**src/rtl/out_stream.sv**
```systemverilog
// Output-channel buffer: captures words emitted by the core into a FIFO and replays
// them over a valid/ready stream, tracking end-of-program drain and sticky error flags.
module out_stream #(
    parameter int unsigned MemoryElementWidth = 12,
    parameter int unsigned Depth              = 8,
    parameter int unsigned CountWidth         = $clog2(Depth) + 1
) (
    input  logic                          clock,
    input  logic                          reset,
    input  logic                          out_write,
    input  logic [MemoryElementWidth-1:0] out_data,
    input  logic                          finished,
    output logic                          stream_valid,
    output logic [MemoryElementWidth-1:0] stream_data,
    input  logic                          stream_ready,
    output logic [CountWidth-1:0]         count,
    output logic                          full,
    output logic                          overflow,
    output logic                          late_write,
    output logic [15:0]                   written,
    output logic                          drained
);

    localparam int unsigned PtrWidth = $clog2(Depth);

    typedef enum logic [1:0] {IDLE, RUN, DRAIN, DONE} state_t;

    state_t                        state_q, state_d;
    logic [MemoryElementWidth-1:0] mem_q [Depth];
    logic [PtrWidth-1:0]           rd_ptr_q, wr_ptr_q;
    logic [CountWidth-1:0]         count_q, count_d;
    logic                          overflow_q, overflow_d;
    logic                          late_q, late_d;
    logic [15:0]                   written_q, written_d;
    logic                          drained_q, drained_d;
    logic                          accepting, full_w, push, pop;

    always_comb begin
        accepting  = (state_q == IDLE) || (state_q == RUN);
        full_w     = (count_q == CountWidth'(Depth));
        pop        = (count_q != '0) && stream_ready;
        push       = out_write && accepting && (!full_w || pop);
        count_d    = count_q + CountWidth'(push) - CountWidth'(pop);
        overflow_d = overflow_q | (out_write && accepting && !push);
        late_d     = late_q | (out_write && !accepting);
        written_d  = push ? written_q + 16'd1 : written_q;

        // The push is folded into count_d first, so finished sees post-edge occupancy.
        state_d = state_q;
        unique case (state_q)
            IDLE, RUN: begin
                if (finished)  state_d = (count_d != '0) ? DRAIN : DONE;
                else if (push) state_d = RUN;
            end
            DRAIN:   if (count_d == '0) state_d = DONE;
            DONE:    state_d = DONE;
            default: state_d = IDLE;
        endcase
        drained_d = (state_d == DONE);
    end

    always_ff @(posedge clock or posedge reset) begin
        if (reset) begin
            state_q    <= IDLE;
            rd_ptr_q   <= '0;
            wr_ptr_q   <= '0;
            count_q    <= '0;
            overflow_q <= 1'b0;
            late_q     <= 1'b0;
            written_q  <= '0;
            drained_q  <= 1'b0;
        end else begin
            state_q    <= state_d;
            count_q    <= count_d;
            overflow_q <= overflow_d;
            late_q     <= late_d;
            written_q  <= written_d;
            drained_q  <= drained_d;
            if (push) wr_ptr_q <= wr_ptr_q + PtrWidth'(1);
            if (pop)  rd_ptr_q <= rd_ptr_q + PtrWidth'(1);
        end
    end

    always_ff @(posedge clock or posedge reset) begin
        if (reset) begin
            for (int unsigned i = 0; i < Depth; i++) mem_q[i] <= '0;
        end else if (push) begin
            mem_q[wr_ptr_q] <= out_data;
        end
    end

    assign stream_valid = (count_q != '0);
    assign stream_data  = mem_q[rd_ptr_q];
    assign count        = count_q;
    assign full         = full_w;
    assign overflow     = overflow_q;
    assign late_write   = late_q;
    assign written      = written_q;
    assign drained      = drained_q;

endmodule

```
**config.mk**
```make
export PLATFORM = sky130hd
export DESIGN_NAME = out_stream
export DESIGN_NICKNAME = d
export VERILOG_FILES = /design/src/rtl/out_stream.sv
export SDC_FILE = /design/constraint.sdc
export NUM_CORES = 1
export LEC_CHECK = 0
export ABC_AREA = 1
export CORE_ASPECT_RATIO = 1.4
export CORE_MARGIN = 2
export CORE_UTILIZATION = 55
export CTS_CLUSTER_SIZE = 12
export DETAILED_ROUTE_END_ITERATION = 7
export GPL_TIMING_DRIVEN = 1
export PLACE_DENSITY = 0.87
export SETUP_SLACK_MARGIN = 0.4
export SYNTH_ARGS = -nofsm -noshare
export SYNTH_HDL_FRONTEND = slang
export SYNTH_SLANG_ARGS = --single-unit
export TNS_END_PERCENT = 5
```
**constraint.sdc**
```tcl
create_clock -name clock -period 5.8 [get_ports clock]
set_clock_uncertainty 0.1 [all_clocks]
set_input_delay 0.87 -clock clock [delete_from_list [all_inputs] [get_ports clock]]
set_output_delay 0.87 -clock clock [all_outputs]
set_load 0.02 [all_outputs]
```
-- After elaboration in Yosys (flattened, before gate mapping)
Cells that the tools add are included.
- bits in registers: 127
- input port bits: 17
- output and inout port bits: 37
- word-level logic and storage cells: 60
- add/sub/neg operators: 5
- magnitude comparators: 3
- equality and inequality tests: 5
- mux-type cells: 11
- bitwise logic cells: 4
- reductions and logical operators: 16
- operator list (kind ; number):
    bitwise mux 96 bit ; 1
    binary-select mux 12 bit (select 3 bit) ; 1
    demux 12 bit (select 3 bit) ; 1
    2-to-1 mux 12 bit ; 3
    adder 16 x 1 -> 16 bit, second input constant ; 1
    >= comparator 4 bit, second input constant ; 2
    inverter 3 -> 4 bit ; 2
    nonzero test 4 bit ; 2
    adder 3 x 1 -> 3 bit, second input constant ; 2
    equality test 2 bit, second input constant ; 3
    logical AND 1 bit ; 6
    2-to-1 mux 2 bit ; 3
    one-hot mux 2 bit (3 select lines) ; 1
    adder 4 x 1 -> 4 bit ; 1
    equality test 4 bit, second input constant ; 1
    zero test 4 bit ; 1
    less-than comparator 4 x 1 -> 1 bit, second input constant ; 1
    subtractor 4 x 1 -> 4 bit ; 1
    zero test 1 bit ; 3
    equality test 2 x 1 -> 1 bit, second input constant ; 1
    zero test 2 bit ; 1
    logical OR 1 bit ; 2
    bitwise OR 1 bit ; 2
    OR reduction 2 bit ; 1
    2-to-1 mux 1 bit ; 1

-- Logic depth before layout (Yosys ltp)
- depth after elaboration: 11
- depth in mapped cells: 20
- depth with buffers taken out: 19

-- Least setup slack after synthesis
Ideal clock, no wire load.
- path kind: register to register
- start: register count_q[2], in the netlist count[2]
- end: register drained_q, in the netlist drained
- library setup time: 63 ps
- data arrival time: 3066 ps
- required time: 5637 ps
- path slack: 2571 ps
- stages on the path, launching flop included: 20
- buffers on the path: 1
- clock period less this slack: 3229 ps
- cell sequence: dfrtp_1 > inv_1 > ha_1 > nor3b_2 > nand2_1 > nand2_1 > buf_2 > ha_1 > inv_1 > ha_1 > inv_1 > fa_1 > inv_1 > nor2_1 > nand2_1 > nor2_1 > nand3_1 > nand3_1 > nand2_1 > inv_1
- longest elaborated chain between the ends: 11
- elaborated cells on any way between the ends: 16
- those cells by class: add/sub (2); eq/ne (2); mux (5); reduce/logical (7)
- RTL lines (element ; line ; source):
    start: declaration ; 31 ; logic [CountWidth-1:0] count_q, count_d;
    start signal: assignment ; 74 ; count_q <= count_d;
    equality test 4 bit (*) ; 40 ; full_w = (count_q == CountWidth'(Depth));
    named net full ; 17 ; output logic full,
    zero test 1 bit (*) ; 42 ; push = out_write && accepting && (!full_w || pop);
    logical OR 1 bit (*) ; 42 ;
    logical AND 1 bit (*) ; 42 ;
    adder 4 x 1 -> 4 bit (*) ; 43 ; count_d = count_q + CountWidth'(push) - CountWidth'(pop);
    subtractor 4 x 1 -> 4 bit (*) ; 43 ;
    named net count_d[1] ; 31 ;
    nonzero test 4 bit ; 52 ; if (finished) state_d = (count_d != '0) ? DRAIN : DONE;
    2-to-1 mux 1 bit ; 52 ;
    2-to-1 mux 2 bit ; 52 ;
    one-hot mux 2 bit (3 select lines) (*) ; 50 ; unique case (state_q)
    named net state_d[0] ; 28 ; state_t state_q, state_d;
    equality test 2 bit (*) ; 59 ; drained_d = (state_d == DONE);
    named net drained_d ; 35 ; logic drained_q, drained_d;
    end signal: assignment ; 78 ; drained_q <= drained_d;
    end: declaration ; 35 ;
The timed path passes the listed nets; every way through them passes the cells marked *.
A chain may end at the register's enable or synchronous reset.

-- Worst setup path after layout
- start: register rd_ptr_q[0]
- end: output port stream_data[9]
- longest elaborated chain between the ends: 4
- RTL lines (element ; line ; source):
    start: declaration ; 30 ; logic [PtrWidth-1:0] rd_ptr_q, wr_ptr_q;
    start signal: assignment ; 80 ; if (pop) rd_ptr_q <= rd_ptr_q + PtrWidth'(1);
    inverter 3 -> 4 bit (not written as such) ; 93 ; assign stream_data = mem_q[rd_ptr_q];
    binary-select mux 12 bit (select 3 bit) ; 93 ;
    2-to-1 mux 12 bit (not written as such) (2 in a row) ; 93 ;
    end: declaration ; 14 ; output logic [MemoryElementWidth-1:0] stream_data,
No other way between the ends. The select of a mux whose other input is x is not followed.

==> results.txt <==
- The placed instances occupy a cell area of around 0.0066 mm2.
* RePlAce Congestion: roughly 0.83
- Most common cell in the netlist: nand2_1
- Wire length of the first global-routing pass: 24.3 mm
* Detailed Route Iter0 Violations: between 300 and 400
- Count of port buffers added during placement: 53
- Min-Delay Path Depth: 2
- Crit path launch type: flop
* Row count: 45
- Cell family with most CP delay: buffers and inverters
* Fraction of the mapped netlist area in simple logic gates: a little under a quarter
- The worst pin sits at a relative slew slack of 37.4%.
* Global routing usage summed across all routing layers: approximately a quarter
- During I/O placement, the number of pins put on the boundary was 54.
- Antenna violations before repair: 0
- In this run the power density over the cells is between 400 and 500 mW/mm2.
- At the worst endpoint, the arrival time is 2.97 ns.
- Synth top area share: ~52%
* DPL Wire Length: 8.64 mm
- TritonCTS built the clock tree.
- The most critical setup path has its endpoint at stream_data[9].
- Entering global routing, the biggest net connects 78 pins.
- Crit path capture type: output port
- CTS saw roughly 130 sinks.
- The pre-antenna-repair detailed-routing pass consisted of 5 iterations.
* CP Data Required Time: about 4.8 ns
* ANT cells: 0
- Highest-delay cell along the critical path: dfrtp_1
* Die height: around 130 um
- WP depth: 8
* Initial core utilization: 56.1%
- Compound-Gate Fraction of Synth Area: 15.5%
- Max frequency: roughly 250 MHz
- Layout Area Growth over Synthesis: 19.7%
* Crit share post-route: 68.0%
* Die Width: around 90 um
* Crit path from: rd_ptr_q[0]
* Number of flops mapped to enable cells by yosys: 0
* Cells after Synth: approximately 760
- Actual slew at the worst max-slew pin: ~0.94 ns
- Endpoint of the worst-slack reg-to-reg timing path: drained
- Clock period minus worst slack: 3.94 ns
* H-tree level count: 4
* Biggest area contributors in the synthesized netlist: dfrtp_1 52%, nand2_1 13%, o21ai_0 8.1%, o21ai_1 6.9%, nor2_1 6.4%
- Setup-violating endpoint count in the final report: 0
- Remaining antenna violation count: 0
* Worst hold path type: reg2reg
* Drt wl/cell: 15.6 um
* Reg clk slew, reported paths: roughly 0.06 ns
- The commonest cells after synthesis are 209 x nand2_1, 127 x dfrtp_1, 103 x nor2_1, 98 x o21ai_0, 84 x o21ai_1.
- After clock tree synthesis, the flow added hold-fix buffers numbering 0.
- Together, buffers and inverters on the worst path number 2.
- Async set-or-reset flop fraction in the synthesized netlist: 100%
* Cell type with the largest total area after synthesis: dfrtp_1
- Dividing the synthesized area by the synthesized cell count gives ~8 um2.
- Sequential area share after synthesis: a little over half
* Share of final-layout standard cells stronger than drive strength 1: between 6 and 7%
- Summed over all failing endpoints, the final setup total negative slack is 0 ns.
- Highest fanout seen on the critical path: 31
- The worst register-to-register path has a setup slack of 2.44 ns.
* DRC errors left: 0
* Max-capacitance violation count: 0
* Reg2reg path depth: 18
- The number of hold violations in the final report came to 0.
- Worst vdd rail ir drop: a little under 0.0003 V
* Total number of nets in the final design: about 820
- Share of synthesized area spent on multiplexers: 0%
- The core region is about 0.011 mm2.
- In this run the post-CTS setup repair buffer count came out at 0.
- Clock tree buffer depth: 2
* Global route total overflow: 0
- Syn_nets: 785
- The run finished with clean final reports.
* Largest stage delay on the critical path: 0.80 ns
- In this run, placement finished with an instance count of 919.
- After the flow finishes, the layout carries non-filler instances totaling between 900 and 1k.
- The most used flip-flop cell after synthesis is dfrtp_1.
* Unique cell type count in the Yosys netlist: 24
- In this run the critical register-to-register path is launched from count[2].
- Number of buffers inserted during clock tree synthesis: 17
* List of cells traversed by the critical path: buf_4 -> nor2_1 -> nor2_1 -> o21ai_0 -> o21ai_0 -> nand2_1 -> nand2_1 -> clkdlybuf4s50_1
- Unrepaired setup endpoints after global routing: false
- The detailed router placed between 5k and 6k vias in this run.
* Max Transition Viols Final: 0
- Floorplan die area: 0.0119 mm2
- The cell area that synthesis handed to floorplanning was between 0.006 and 0.007 mm2.
- Clock root buffer: clkbuf_16
- After detailed routing, the total wire length is 14.9 mm.
* Finished Cell Area: roughly 0.0073 mm2
- Vias in the first global route: 5,173
- Summed over all cells, the static leakage comes to about 3.5 nW.
* Total of flip-flops plus latches after synthesis: approximately 130
* Start point of the worst hold path: mem_q[86]
* Total of warnings raised by yosys: 0
* Number of resized instances in the post-cts repair step: 0
* Worst-skew pair later-pin latency: ~0.4 ns
- The synthesized netlist devotes ~2.2% of its cell area to adder and majority cells.
- By area, the combinational part of the netlist is dominated by simple AND/OR/NAND/NOR gates.
* Type of the setup path with the least slack: reg2out
- The synthesized netlist devotes between 1 and 1.5% of its cell area to XOR and XNOR gates.
- Post-layout util: roughly two thirds
- Dividing the detail-routed via count by the number of cells gives roughly 5.5.
==> cell usage in the layout, fill, tap and decap left out, types with 2 or more instances in the layout <==
cell type	count
buf_4	4
nor2_1	103
o21ai_0	98
nand2_4	7
bufinv_16	4
nand4_1	4
nand2_2	2
ha_1	9
nand3b_1	3
dfrtp_1	126
clkinv_2	4
clkinvlp_4	3
clkbuf_16	17
clkdlybuf4s50_1	53
xor2_1	4
nand3_1	15
nand2_1	209
inv_1	44
o21ai_1	84
o21bai_1	2
xnor2_1	4
clkinv_4	2
==> worst register-to-register path: cells and delay by family, from the launching register on <==
family	cells	cell delay (ns)
buffers and inverters	5	0.34
DFF	1	0.38
adders and majority gates	4	1.14
and+or+nand+nor	9	1.34
==> final cells by class <==
cell class                      count  area [um2]
Tap cell                          141         176
Timing Repair Buffer               57         561
Clock buffer                       18         439
Clock inverter                     14         189
Inverter                           45         171
Fill cell                         848        3550
Multi-Input combinational cell    549        2550
Sequential cell                   127        3180
==> worst min-delay path by stage <==
stage | to | slack (ns)
floorplan | mem_q[12] | 0.35
global placement | mem_q[73] | 0.37
detailed placement | late_write | 0.36
CTS | late_write | 0.38
global route | mem_q[73] | 0.41
finish | mem_q[86] | 0.38
==> state kept, by name, summed over array words and instances (netlist names) <==
| signal | flops |
|---|---|
| mem_q | 96 |
| written | 16 |
| count | 4 |
| rd_ptr_q | 3 |
| wr_ptr_q | 3 |
| state_q | 2 |
| drained | 1 |
| late_write | 1 |
| overflow | 1 |
==> metrics by stage <==
stage                     setup slack [ns]  total power, mW  hold slack [ns]
final                                 1.86             3.12            0.382
after global routing                  1.74             3.28            0.407
after CTS                             1.91             3.11            0.384
after detailed placement              1.92             1.98            0.363
after global placement                2.06             1.96            0.366
after floorplan                       1.45             1.63            0.354
==> report_power, final <==
group	switching [mW]	internal, mW	total [mW]
sequential	0.119	0.921	1.04
clock	0.390	0.729	1.12
combinational	0.583	0.373	0.956
total	1.09	2.02	3.12
==> kinds of logic (layout without fill, tap and decap cells) <==
kind of cell    count (synthesis)  count (layout)
simple gates                  345             345
xor+xnor                        8               8
compound gates                186             186
fa+ha+maj                      10              10
flops                         127             127
buf+inv                        82             134
==> metal layers <==
metal | share of wire, % | routed length [um] | global-route usage (%) | vias up
met4 | 2.4 | 359 | 10.0 | 0
met5 | 0 | 0 | 0 | -
li1 | - | - | - | 2527
met3 | 5.2 | 768 | 6.64 | 34
met2 | 51 | 7590 | 43.6 | 160
met1 | 41 | 6140 | 32.8 | 2547
Note: power is estimated with default switching activity, not from simulation.
